==> src/rtl/axis_byte_packer_if.sv <==
// Stream bundle for the byte packer: narrow s_* input side and double-width m_* output side.
// The packer binds the slave view for its input and the master view for its output.
interface axis_byte_packer_if #(
  parameter int IN_WIDTH = 8
);
  logic [IN_WIDTH-1:0]   s_tdata;
  logic                  s_tvalid;
  logic                  s_tready;
  logic                  s_tlast;
  logic                  s_tuser;
  logic [2*IN_WIDTH-1:0] m_tdata;
  logic [1:0]            m_tkeep;
  logic                  m_tvalid;
  logic                  m_tready;
  logic                  m_tlast;
  logic                  m_tuser;

  modport slave (
    input  s_tdata, s_tvalid, s_tlast, s_tuser,
    output s_tready
  );

  modport master (
    output m_tdata, m_tkeep, m_tvalid, m_tlast, m_tuser,
    input  m_tready
  );
endinterface

==> src/rtl/axis_byte_packer.sv <==
// Packs pairs of narrow AXI-Stream beats into one double-width word, first beat in the low lane.
// A lone trailing beat (tlast while EMPTY) goes out as a half word with only the low keep bit set.
module axis_byte_packer #(
  parameter int IN_WIDTH = 8
) (
  input  logic                clk,
  input  logic                rst,
  axis_byte_packer_if.slave   s_if,
  axis_byte_packer_if.master  m_if,
  output logic                dbg_state
);

  // Handshake: a beat transfers on a rising edge where valid && ready are both high.
  // Valid never waits on ready; s_tready depends only on the output register and m_tready.

  typedef enum logic {EMPTY = 1'b0, HALF = 1'b1} state_e;

  state_e                state_q, state_d;
  logic [IN_WIDTH-1:0]   hold_q, hold_d;
  logic                  hold_user_q, hold_user_d;
  logic [2*IN_WIDTH-1:0] tdata_q, tdata_d;
  logic [1:0]            tkeep_q, tkeep_d;
  logic                  tvalid_q, tvalid_d;
  logic                  tlast_q, tlast_d;
  logic                  tuser_q, tuser_d;
  logic                  s_ready;
  logic                  accept;

  // Ready whenever the output register is empty or draining this edge.
  assign s_ready = !rst && (!tvalid_q || m_if.m_tready);
  assign accept  = s_if.s_tvalid && s_ready;

  always_comb begin
    state_d     = state_q;
    hold_d      = hold_q;
    hold_user_d = hold_user_q;
    tdata_d     = tdata_q;
    tkeep_d     = tkeep_q;
    tvalid_d    = tvalid_q;
    tlast_d     = tlast_q;
    tuser_d     = tuser_q;

    if (tvalid_q && m_if.m_tready) begin
      tvalid_d = 1'b0;
    end

    if (accept) begin
      case (state_q)
        EMPTY: begin
          if (s_if.s_tlast) begin
            tdata_d  = {{IN_WIDTH{1'b0}}, s_if.s_tdata};
            tkeep_d  = 2'b01;
            tvalid_d = 1'b1;
            tlast_d  = 1'b1;
            tuser_d  = s_if.s_tuser;
          end else begin
            hold_d      = s_if.s_tdata;
            hold_user_d = s_if.s_tuser;
            state_d     = HALF;
          end
        end
        HALF: begin
          tdata_d  = {s_if.s_tdata, hold_q};
          tkeep_d  = 2'b11;
          tvalid_d = 1'b1;
          tlast_d  = s_if.s_tlast;
          tuser_d  = hold_user_q | s_if.s_tuser;
          state_d  = EMPTY;
        end
        default: state_d = EMPTY;
      endcase
    end
  end

  always_ff @(posedge clk or posedge rst) begin
    if (rst) begin
      state_q     <= EMPTY;
      hold_q      <= '0;
      hold_user_q <= 1'b0;
      tdata_q     <= '0;
      tkeep_q     <= 2'b00;
      tvalid_q    <= 1'b0;
      tlast_q     <= 1'b0;
      tuser_q     <= 1'b0;
    end else begin
      state_q     <= state_d;
      hold_q      <= hold_d;
      hold_user_q <= hold_user_d;
      tdata_q     <= tdata_d;
      tkeep_q     <= tkeep_d;
      tvalid_q    <= tvalid_d;
      tlast_q     <= tlast_d;
      tuser_q     <= tuser_d;
    end
  end

  assign s_if.s_tready = s_ready;
  assign m_if.m_tdata  = tdata_q;
  assign m_if.m_tkeep  = tkeep_q;
  assign m_if.m_tvalid = tvalid_q;
  assign m_if.m_tlast  = tlast_q;
  assign m_if.m_tuser  = tuser_q;
  assign dbg_state     = (state_q == HALF);

endmodule

==> src/flat_wrapper.sv <==
// flat-port wrapper written by rule: the top's interface ports become plain ports
module axis_byte_packer_flat 
#(
  parameter int IN_WIDTH = 8
)
  (clk, rst, dbg_state, s_if_s_tdata, s_if_s_tvalid, s_if_s_tlast, s_if_s_tuser, s_if_s_tready, m_if_m_tdata, m_if_m_tkeep, m_if_m_tvalid, m_if_m_tlast, m_if_m_tuser, m_if_m_tready);
  axis_byte_packer_if #(.IN_WIDTH(IN_WIDTH)) s_if_i ();
  axis_byte_packer_if #(.IN_WIDTH(IN_WIDTH)) m_if_i ();
  input  logic clk;
  input  logic rst;
  output logic dbg_state;
  input wire logic [$bits(s_if_i.s_tdata)-1:0] s_if_s_tdata;
  input wire logic [$bits(s_if_i.s_tvalid)-1:0] s_if_s_tvalid;
  input wire logic [$bits(s_if_i.s_tlast)-1:0] s_if_s_tlast;
  input wire logic [$bits(s_if_i.s_tuser)-1:0] s_if_s_tuser;
  output wire logic [$bits(s_if_i.s_tready)-1:0] s_if_s_tready;
  output wire logic [$bits(m_if_i.m_tdata)-1:0] m_if_m_tdata;
  output wire logic [$bits(m_if_i.m_tkeep)-1:0] m_if_m_tkeep;
  output wire logic [$bits(m_if_i.m_tvalid)-1:0] m_if_m_tvalid;
  output wire logic [$bits(m_if_i.m_tlast)-1:0] m_if_m_tlast;
  output wire logic [$bits(m_if_i.m_tuser)-1:0] m_if_m_tuser;
  input wire logic [$bits(m_if_i.m_tready)-1:0] m_if_m_tready;
  assign s_if_i.s_tdata = s_if_s_tdata;
  assign s_if_i.s_tvalid = s_if_s_tvalid;
  assign s_if_i.s_tlast = s_if_s_tlast;
  assign s_if_i.s_tuser = s_if_s_tuser;
  assign s_if_s_tready = s_if_i.s_tready;
  assign m_if_m_tdata = m_if_i.m_tdata;
  assign m_if_m_tkeep = m_if_i.m_tkeep;
  assign m_if_m_tvalid = m_if_i.m_tvalid;
  assign m_if_m_tlast = m_if_i.m_tlast;
  assign m_if_m_tuser = m_if_i.m_tuser;
  assign m_if_i.m_tready = m_if_m_tready;
  axis_byte_packer #(.IN_WIDTH(IN_WIDTH)) u_core (.clk(clk), .rst(rst), .s_if(s_if_i), .m_if(m_if_i), .dbg_state(dbg_state));
endmodule
==> config.mk <==
export PLATFORM = sky130hd
export DESIGN_NAME = axis_byte_packer_flat
export DESIGN_NICKNAME = d
export VERILOG_FILES = /design/src/rtl/axis_byte_packer_if.sv /design/src/rtl/axis_byte_packer.sv /design/src/flat_wrapper.sv
export SDC_FILE = /design/constraint.sdc
export NUM_CORES = 1
export LEC_CHECK = 0
export BUFFER_PORTS_ARGS = -buffer_cell sky130_fd_sc_hd__buf_2
export CORE_AREA = 3 3 72 74
export DETAILED_ROUTE_END_ITERATION = 7
export DIE_AREA = 0 0 75 77
export PLACE_DENSITY = 0.46
export SYNTH_ARGS = -nofsm -noshare
export SYNTH_HDL_FRONTEND = slang
export SYNTH_SLANG_ARGS = --single-unit
==> constraint.sdc <==
create_clock -name clk -period 3.7 [get_ports clk]
set_input_delay 0 -clock clk [delete_from_list [all_inputs] [get_ports clk]]
set_output_delay 0 -clock clk [all_outputs]
set_load 0.005 [all_outputs]
* Word-level counts from Yosys, hierarchy flattened *
Index checks and enable logic that the tools add are counted.

word-level totals
  bits in registers = 31
  output and inout port bits = 23
  input bits = 14
  logic and storage cells = 34

cells by class
  bitwise operators = 3
  muxes and demuxes = 14
  reductions and logical operators = 8
  eq/ne operators = 1

operators with widths
  kind                number
  $pmux 16 s2         1
  $mux 16             1
  $pmux 1 s2          4
  $mux 1              6
  $pmux 2 s2          1
  $logic_and 1x1->1   3
  $reduce_and 3->1    1
  $logic_not 1->1     2
  $mux 2              1
  $ne 2x2->1 const B  1
  $not 1->1           2
  $reduce_and 2->1    1
  $logic_or 1x1->1    1
  $or 1x1->1          1

* Depth between registers and ports, before layout *
Gate-level depths: netlist of run 1.

  word-level depth = 5
  mapped depth = 4
  depth with buffers taken out = 3

* Worst setup path before layout of run 1 *
Ideal clock, no wire load.

  kind = register -> register
  from = register u_core.state_q, in the netlist u_core.dbg_state
  to = register u_core.tdata_q[0], in the netlist u_core.m_if.m_tdata[0]
  library setup time = 0.125 ns
  buffers on the path = 1
  stages on the path, launching flop included = 4
  required time = 3.575 ns
  path slack = 2.439 ns
  data arrival time = 1.136 ns
  clock period less this slack = 1.261 ns
  path through = dfrtp_1 -> buf_6 -> mux2_4 -> mux2_4

on the way
  longest elaborated chain between the ends = 3
  elaborated cells between the ends (all ways) = 4
  those cells by class = eq/ne (1); mux (1); bitwise (1); reduce/logical (1)

RTL lines
  item                        RTL line                text
  start, declared             axis_byte_packer.sv:18  state_e state_q, state_d;
  start signal, assigned      axis_byte_packer.sv:86  state_q <= state_d;
  $not 1->1                   axis_byte_packer.sv:48  case (state_q)
  $ne 2x2->1 (no line)        --
  $reduce_and 2->1 (no line)  --
  end signal, assigned        axis_byte_packer.sv:89  tdata_q <= tdata_d;
  end, declared               axis_byte_packer.sv:21  logic [2*IN_WIDTH-1:0] tdata_q, tdata_d;

Parallel ways exist; a longest one is shown, timed or not.
A chain may end at the register's enable or synchronous reset.

* Worst setup path after layout of run 1 *
  from = register u_core.state_q, in the netlist u_core.dbg_state
  to = register u_core.tdata_q[1], in the netlist u_core.m_if.m_tdata[1]

The elaborated chain is that of the path after synthesis.

==> results by group, run 1 <==
Run status
  • Status: finished, final reports clean

Final layout
  • # diodes: 0
  • Fillers: 463
  • Post-layout nets: between 150 and 200
  • Proportion of layout cells with a drive suffix above 1: 52.2%
  • Area grow syn2layout: 29.2%
  • Post-route design area: 0.00175 sq mm

Clock network
  • CTS tree: done
  • H-tree Lvls: 2
  • Root buffer cell: clkbuf_8
  • Bufs on Longest Clock Path: 2
  • CTS Buf Count: 5
  • Clk sinks: 31
  • Post-CTS setup buffer count: 0
  • Clk Latency, worst-skew pair: 0.27 ns
  • Reg clk slew, reported paths: ~0.06 ns

Min path
  • HP Class: primary input to flip-flop

Detailed routing
  • Drt pass-1 iters: 4
  • # DRC: 0
  • Final wirelength: 2.66 mm
  • Wire per inst: 14.0 microns
  • Number of DRC markers in iteration 0: 15
  • Antenna-violating nets left: 0
  • Vias per std cell: 4.46
  • Vias: 847

Global route
  • First-pass GRT wire length: ~4.3 mm
  • Antenna violations before repair: 0
  • Vias in the first global route: 812
  • Total GRT Usage: 10.1%
  • GRT overflow: 0
  • GR Util met2: roughly 15%
  • Grt peak-use layer: met2
  • Met1 Resource Use GR: 12.7%
  • Largest net degree at the start of global routing: 21
  • Met3 GRT Util: 3.93%

Power and ir drop
  • Peak supply drop: 0.145 mV
  • Pwr Density: 622 mW/mm^2
  • P_leak: 0.895 nW

Floorplan
  • Die width: 75 microns
  • Core Footprint: roughly 0.0047 sq mm
  • FP Rows: 25
  • # IOs: 37
  • Initial Utilization: 29.0%
  • DIE HEIGHT: 77 microns
  • DIE AREA: 0.00578 sq mm

Timing
  • Clock Skews: 0.00294 ns
  • Final setup fails: 0
  • Max Fclk: 0.477 GHz
  • Rel. slew slack: 24.9%
  • Max Slew Vio Count: 0
  • RSZ-0062 raised after global routing: false
  • Setup_tns: 0 ns
  • Final hold vios: 0
  • Period utilisation layout: 56.7%
  • Min cycle time layout: 2.10 ns
  • Slew @ Worst Pin: 1.12 ns

Setup path
  • Worst setup EP type: flip-flop
  • Element type at the critical path start: flip-flop
  • Critical-path top delay cell: o211ai_2
  • Critical path class: flip-flop to flip-flop
  • Max FO, Critical Path: 20
  • Worst path cell trace: o211ai_2, mux2_4
  • CP Buf/Inv Count: 0
  • CP required: 3.85 ns
  • CP top delay family: compound AO/OA/AOI/OAI gates
  • R2R Setup Slk: 1.60 ns
  • Crit path arrival time: around 2.3 ns
  • Worst path max stage delay: 1.00 ns

Synth
  • Yosys top cell by area: dfrtp_1
  • Main synth FF type: dfrtp_1
  • Top cells by area, synth: dfrtp_1 (57%), mux2_4 (18%), mux2_2 (7.5%), a22o_1 (5.2%), buf_6 (1.7%)
  • Syn Area/Cell: roughly 16 sq um
  • Cells after Synth: 87
  • Sequential area share after synthesis: 57.3%
  • Top-area cell type share of the netlist area: 57.3%
  • Synthesized Nets: 101
  • Post-synth ARST share: between 90% and 100%
  • Post-synth EDFFs: 0
  • Seq cells post-synth: 31
  • Mapped Area: about 0.0014 sq mm
  • Count leader, synth: dfrtp_1
  • Ys Warns: 0
  • Most frequent cells after synthesis: dfrtp_1 (31), mux2_4 (16), mux2_2 (9), a22o_1 (8), inv_1 (3)
  • Yosys cell types: 21

Placed design
  • PortBufs: 36
  • Placed cell area: 0.00158 sq mm
  • Dpl hpwl: ~1.9 mm
  • Global placement routability congestion: roughly 0.67

Flow run
  • Max-cap violations: 0
-- power by group --
group / switching (mW) / total (mW) / leakage, nW / internal [mW]
clock: 0.110 / 0.235 / 0.0371 / 0.125
sequential: 0.0697 / 0.526 / 0.374 / 0.456
combinational: 0.104 / 0.327 / 0.484 / 0.223
total: 0.284 / 1.09 / 0.895 / 0.804
-- cell families after synthesis --
family	synth area share, %
flops	57.3
mux	26.0
compound gates	7.95
simple gates	5.54
buf+inv	3.23
-- worst min-delay path: stages --
cell and delay (ns):
buf_2 0.11, nand3_1 0.08, o21ai_0 0.08
-- final cells by class --
cell class              instances  area (sq um)  share of cell area [%]
clock buffers                   6          72.6                    4.15
inverters                       3          11.3                   0.644
repair buffers                 47           288                    16.5
multi-input cells              49           534                    30.5
flip-flops and latches         31           776                    44.3
well taps                      54          67.6                    3.86
-- state kept, by name, indices dropped and copies added, names as in the netlist --
register,cells
u_core.m_if.m_tdata,16
u_core.hold_q,8
u_core.m_if.m_tkeep,2
u_core.dbg_state,1
u_core.hold_user_q,1
u_core.m_if.m_tlast,1
u_core.m_if.m_tuser,1
u_core.m_if.m_tvalid,1
-- per-layer routing --
| metal | vias to the layer above | routed length, microns |
|---|---|---|
| met5 | - | 0 |
| met4 | 0 | 36 |
| met3 | 2 | 142 |
| met2 | 26 | 1250 |
| met1 | 410 | 1230 |
| li1 | 409 | - |
-- metrics by stage --
step                hold slack, ns  util, %  worst slack (ns)  power [mW]  cells
floorplan                    0.109        -              2.44       0.739     87
finish                      0.0351     37.5              1.60        1.09    190
global route                0.0554     37.5              1.46        1.16    190
global placement             0.125     33.8              1.63       0.849    174
CTS                         0.0311     37.5              1.54        1.11    190
detailed placement           0.133     33.8              1.56       0.860    174
-- cell usage in the layout (no fill, tap or decap), drive strengths merged --
cell type and count:
buf 37, dfrtp 31, mux2 25, dlygate4sd3 10, a22o 8, clkbuf 6, inv 3, and2 2
a21o 2, nand2b 2, nand3 2, nor2b 1, o211ai 1, and3 1, nor2 1, nand2 1
a21oi 1, mux2i 1, o21ai 1
-- final timing paths --
kind	startpoint	endpoint	cells past startpoint
min in group asynchronous	rst	u_core.m_if.m_tlast$_DFFE_PP0P_	3
worst min register to register	u_core.m_if.m_tkeep[1]$_DFFE_PP0P_	u_core.m_if.m_tkeep[1]$_DFFE_PP0P_	1
worst min-delay path	s_if_s_tlast	u_core.m_if.m_tlast$_DFFE_PP0P_	3
worst max-delay path	u_core.dbg_state$_DFFE_PP0P_	u_core.m_if.m_tdata[1]$_DFFE_PP0P_	2
worst max register to register	u_core.dbg_state$_DFFE_PP0P_	u_core.m_if.m_tdata[1]$_DFFE_PP0P_	2
max in group asynchronous	rst	u_core.m_if.m_tdata[3]$_DFFE_PP0P_	4
-- timing repair --
action / CTS / global route
hold endpoints to repair: 32 / 0
hold buffers: 10 / 0
gates resized for setup: 0 / 0
Power figures use the tool's default switching activity.
==> inputs of run 2 (changes only) <==
--- a/config.mk
+++ b/config.mk
@@ -9,7 +9,7 @@
 export CORE_AREA = 3 3 72 74
 export DETAILED_ROUTE_END_ITERATION = 7
 export DIE_AREA = 0 0 75 77
-export PLACE_DENSITY = 0.46
+export PLACE_DENSITY = 0.48
 export SYNTH_ARGS = -nofsm -noshare
 export SYNTH_HDL_FRONTEND = slang
 export SYNTH_SLANG_ARGS = --single-unit
==> constraint.sdc (replaced) <==
create_clock -name clk -period 1.7 [get_ports clk]
set_input_delay 0 -clock clk [delete_from_list [all_inputs] [get_ports clk]]
set_output_delay 0 -clock clk [all_outputs]
set_load 0.005 [all_outputs]
==> run 2 against run 1 <==
Utilization increased by 0.83 points. Wire length increased by 0.30%. Flip-flop and latch count unchanged. Combinational power increased by 130%. Worst setup slack got worse by 1.2 ns. Critical endpoint is now u_core.m_if.m_tdata[6]$_DFFE_PP0P_. Largest power group unchanged. Highest routed layer unchanged.
==> results by group, run 2 (synthesis gave the netlist of run 1 again) <==
Run status
  • Status: finished, final reports clean

Final layout
  • Commonest non-fill, non-tap cell in the layout: buf_2
  • Post-layout nets: 155
  • Fillers: 447
  • Multi-input combinational cell area: approximately 530 sq um
  • Max reg flops: 16
  • FF/Latch Area: slightly below 800 sq um
  • Proportion of layout cells with a drive suffix above 1: between 50 and 60%
  • Most frequent cells in the layout: buf_2 (36), dfrtp_1 (31), mux2_4 (16), dlygate4sd3_1 (10), mux2_2 (9)
  • Area grow syn2layout: 32.1%
  • Final Core Density: 38.4%
  • # diodes: 0
  • Post-route design area: 0.00179 sq mm

Floorplan
  • DIE HEIGHT: 77 microns
  • FP Rows: 25
  • Initial Utilization: 29.0%
  • # IOs: 37
  • Die width: 75 microns
  • DIE AREA: 0.00578 sq mm
  • Core Footprint: 0.00466 sq mm

Setup path
  • Worst setup EP type: flip-flop
  • CP startpoint: rst
  • Max FO, Critical Path: 11
  • R2R Setup Slk: around 0.42 ns
  • Crit path arrival time: 1.46 ns
  • CP top delay family: buffers and inverters
  • R2r endpoint: u_core.m_if.m_tdata[6]$_DFFE_PP0P_
  • CP required: 1.86 ns
  • Critical-path top delay cell: dlygate4sd3_1
  • R2R Path Start: u_core.dbg_state$_DFFE_PP0P_
  • Worst path cell trace: dlygate4sd3_1, buf_2, nor2b_4, o211ai_2, buf_4, mux2_4
  • Reg2Reg Depth: 3
  • Crit path to: u_core.m_if.m_tdata[6]$_DFFE_PP0P_
  • WP depth: 6
  • Worst path max stage delay: 0.54 ns
  • Element type at the critical path start: primary input
  • Critical path class: primary input to flip-flop
  • CP Buf/Inv Count: 3

Detailed routing
  • Drt pass-1 iters: 4
  • Antenna-violating nets left: 0
  • Vias: 880
  • Final wirelength: 2.67 mm
  • # DRC: 0
  • Number of DRC markers in iteration 0: 17
  • Wire per inst: 13.6 microns
  • Vias per std cell: 4.49

Global route
  • First-pass GRT wire length: 4.46 mm
  • Total GRT Usage: 10.4%
  • Antenna violations before repair: 0
  • Largest net degree at the start of global routing: 32
  • Vias in the first global route: about 900
  • GRT overflow: 0

Placed design
  • Dpl hpwl: roughly 1.9 mm
  • Post-place setup slack: 0.382 ns
  • PortBufs: 36
  • Placed cell area: 0.00161 sq mm
  • Global placement routability congestion: 0.695

Clock network
  • Clk sinks: 31
  • # hold bufs at CTS: 10
  • Clk Latency, worst-skew pair: 0.27 ns
  • Root buffer cell: clkbuf_8
  • Bufs on Longest Clock Path: 2
  • CTS tree: done
  • H-tree Lvls: 2
  • CTS Buf Count: 5
  • Post-CTS sizing: 0
  • Post-CTS setup buffer count: 0
  • Reg clk slew, reported paths: 0.06 ns

Timing
  • Min cycle time layout: 1.30 ns
  • Period utilisation layout: 76.7%
  • Max Slew Vio Count: 0
  • Clock Skews: 0.00307 ns
  • Slew @ Worst Pin: 0.407 ns
  • Final hold vios: 0
  • Rel. slew slack: 72.9%
  • Final worst slack: 0.395 ns
  • Final setup fails: 0
  • RSZ-0062 raised after global routing: false
  • Max Fclk: 0.767 GHz
  • Setup_tns: 0 ns

Power and ir drop
  • P_leak: 0.918 nW
  • Peak supply drop: ~0.37 mV
  • Total power: 2.42 mW
  • Pwr Density: 1350 mW/mm^2

Min path
  • HP Class: primary input to flip-flop

Flow run
  • Max-cap violations: 0
==> run 2: layout make-up <==
cell class	count	area share, %
timing repair buffer	51	17.8
sequential	31	43.4
clock buffer	7	4.27
clock inverter	1	0.280
tap	54	3.78
multi-input combinational	49	29.9
inverter	3	0.630
==> run 2: report_power, final <==
part | internal, mW | switching (mW) | leakage [nW]
combinational | 0.499 | 0.252 | 0.502
sequential | 0.993 | 0.134 | 0.374
clock | 0.287 | 0.250 | 0.0422
total | 1.78 | 0.636 | 0.918
==> run 2: through the flow <==
stage / hold slack, ns / std cells
detailed placement: 0.159 / 178
finish: 0.0467 / 196
floorplan: 0.109 / 87
CTS: 0.0238 / 196
global route: 0.0536 / 196
global placement: 0.143 / 178
==> run 2: worst min-delay path by stage <==
| stage | startpoint | to | slack, ns | depth (start not counted) |
|---|---|---|---|---|
| 6_report | s_if_s_tlast | u_core.m_if.m_tlast$_DFFE_PP0P_ | 0.05 | 3 |
| 5_1_grt | m_if_m_tready | u_core.m_if.m_tvalid$_DFF_PP0_ | 0.05 | 3 |
| 4_1_cts | s_if_s_tlast | u_core.m_if.m_tlast$_DFFE_PP0P_ | 0.02 | 3 |
| 3_5_place_dp | rst | u_core.m_if.m_tvalid$_DFF_PP0_ | 0.16 | 3 |
| 3_3_place_gp | rst | u_core.m_if.m_tvalid$_DFF_PP0_ | 0.14 | 3 |
| 2_1_floorplan | rst | u_core.dbg_state$_DFFE_PP0P_ | 0.11 | 1 |
==> run 2: routing by layer <==
layer  vias to the layer above  track usage, %  routed length (microns)
li1                        419               -                        -
met1                       435            13.3                     1170
met2                        24            15.5                     1350
met3                         2            3.41                      124
met4                         0            5.34                       36
met5                         -               0                        0
==> run 2: worst min-delay path, stage by stage <==
cell	delay, ns
buf_2	0.11
nand3_1	0.08
o21ai_0	0.08
==> inputs of run 3 (changes only) <==
==> constraint.sdc (replaced) <==
create_clock -name clk -period 1.1 [get_ports clk]
set_input_delay 0 -clock clk [delete_from_list [all_inputs] [get_ports clk]]
set_output_delay 0 -clock clk [all_outputs]
set_load 0.005 [all_outputs]
==> run 3 against run 2 <==
The run now ends with setup timing left. Utilization increased by 2.0 points. Die area unchanged. Critical endpoint is now u_core.m_if.m_tdata[2]$_DFFE_PP0P_. Combinational power increased by 64%. Largest power group unchanged. Highest routed layer unchanged. Cell area increased by 5.2%. Largest cell class unchanged.
==> results by group, run 3 (synthesis gave the netlist of run 1 again) <==
Timing
  • Clock Skews: roughly 0.005 ns
  • Slew @ Worst Pin: 0.395 ns
  • Final hold vios: 0
  • Period utilisation layout: 117%
  • Hold Slack: 0.0397 ns
  • Max Fclk: 0.778 GHz
  • Rel. slew slack: 73.6%
  • Max Slew Vio Count: 0
  • Final worst slack: -0.185 ns
  • RSZ-0062 raised after global routing: true
  • Min cycle time layout: 1.28 ns
  • Final setup fails: 27

Final layout
  • Post-route design area: 0.00188 sq mm
  • FF/Latch Area: 777 sq um
  • Commonest non-fill, non-tap cell in the layout: buf_2
  • Area grow syn2layout: 39.0%
  • Post-layout nets: 159
  • Max reg flops: 16
  • Proportion of layout cells with a drive suffix above 1: 58.6%
  • Final Core Density: roughly 40%
  • Most frequent cells in the layout: buf_2 (35), dfrtp_1 (30), mux2_4 (16), dlygate4sd3_1 (10), mux2_2 (9)
  • Fillers: roughly 460
  • Multi-input combinational cell area: 561 sq um
  • # diodes: 0

Clock network
  • CTS Buf Count: 5
  • Clk sinks: 31
  • H-tree Lvls: 2
  • CTS tree: done
  • Clk Latency, worst-skew pair: around 0.28 ns
  • Root buffer cell: clkbuf_8
  • Reg clk slew, reported paths: 0.06 ns
  • Bufs on Longest Clock Path: 2

Setup path
  • Critical path class: flip-flop to flip-flop
  • R2r endpoint: u_core.m_if.m_tdata[2]$_DFFE_PP0P_
  • Element type at the critical path start: flip-flop
  • Crit path arrival time: 1.45 ns
  • R2R Setup Slk: -0.18 ns
  • CP required: 1.26 ns
  • Reg2Reg Depth: 3
  • Max FO, Critical Path: 15
  • R2R Path Start: u_core.dbg_state$_DFFE_PP0P_
  • Worst setup EP type: flip-flop

Min path
  • Hold Path Depth: 3
  • HP Class: primary input to flip-flop
  • Worst Hold Path EP: u_core.m_if.m_tlast$_DFFE_PP0P_
  • Hold path start: s_if_s_tlast

Detailed routing
  • Wire per inst: 14.1 microns
  • Final wirelength: 2.81 mm
  • Number of DRC markers in iteration 0: 44
  • Antenna-violating nets left: 0
  • DR WL met3: 142 microns
  • Met2 Wirelength: 1.35 mm
  • Drt pass-1 iters: 2
  • WL met1: 1.23 mm
  • # DRC: 0
  • Top routing layer used: met4
  • Vias: 879
  • Vias per std cell: about 4.4

Global route
  • Largest net degree at the start of global routing: 32
  • Antenna violations before repair: 0
  • GRT overflow: 0
  • Vias in the first global route: about 960
  • Total GRT Usage: a little over a tenth
  • First-pass GRT wire length: 4.64 mm

Floorplan
  • FP Rows: 25
  • Core Footprint: 0.00466 sq mm
  • # IOs: 37
  • Initial Utilization: 29.0%
  • DIE AREA: 0.00578 sq mm
  • Die width: around 75 microns
  • DIE HEIGHT: 77 microns

Placed design
  • Post-place setup slack: -0.184 ns
  • Dpl hpwl: about 1.9 mm
  • PortBufs: 36
  • Placed cell area: around 0.0016 sq mm
  • Global placement routability congestion: 0.698

Run status
  • Failing checks: setup timing
  • Status: finished with violations

Power and ir drop
  • Total power: a little under 4 mW
  • P_leak: 0.952 nW
  • Peak supply drop: 0.707 mV
  • Pwr Density: 2060 mW/mm^2

Flow run
  • Max-cap violations: 0
run 3: repair_timing:
action | 4_1_cts | 5_1_grt
resized for setup | 4 | 8
pin swaps | 3 | 1
hold endpoints to repair | 46 | 0
hold buffers | 10 | 0
endpoints found under the setup margin | 29 | 30
buffers inserted | 3 | 0
run 3: metrics by stage:
step,instances,setup TNS (ns)
global route,199,-3.79
floorplan,87,-1.71
global placement,179,-3.41
finish,199,-2.82
CTS,199,-3.20
detailed placement,179,-4.39
run 3: how the worst max path moves through the flow:
stage | startpoint | end | slack [ns] | cells past startpoint
floorplan | u_core.dbg_state$_DFFE_PP0P_ | u_core.m_if.m_tdata[0]$_DFFE_PP0P_ | -0.16 | 3
global placement | u_core.dbg_state$_DFFE_PP0P_ | u_core.m_if.m_tdata[0]$_DFFE_PP0P_ | -0.15 | 3
detailed placement | u_core.dbg_state$_DFFE_PP0P_ | u_core.m_if.m_tdata[2]$_DFFE_PP0P_ | -0.18 | 3
CTS | u_core.dbg_state$_DFFE_PP0P_ | u_core.m_if.m_tdata[0]$_DFFE_PP0P_ | -0.18 | 3
global route | u_core.dbg_state$_DFFE_PP0P_ | u_core.m_if.m_tdata[5]$_DFFE_PP0P_ | -0.21 | 3
finish | u_core.dbg_state$_DFFE_PP0P_ | u_core.m_if.m_tdata[2]$_DFFE_PP0P_ | -0.18 | 3
run 3: layout make-up:
cell class | instances | share of cell area (%)
Clock buffer | 6 | 4.39
Tap cell | 54 | 3.59
Multi-Input combinational cell | 49 | 29.8
Clock inverter | 1 | 0.266
Sequential cell | 31 | 41.3
Timing Repair Buffer | 55 | 20.1
Inverter | 3 | 0.598
run 3: critical path, cell delays in order, from the launching register on:
cell	delay [ns]
dfrtp_2	0.46
o211ai_4	0.22
buf_12	0.19
mux2_4	0.30
run 3: metal layers:
layer  vias to the layer above  global-route usage (%)
met5                         -                       0
met1                       424                    12.8
met3                         8                    3.15
li1                        423                       -
met2                        24                    16.6
met4                         0                    6.94
run 3: where the power goes:
part / switching, mW / internal (mW)
combinational: 0.407 / 0.818
sequential: 0.210 / 1.54
clock: 0.412 / 0.490
total: 1.03 / 2.84
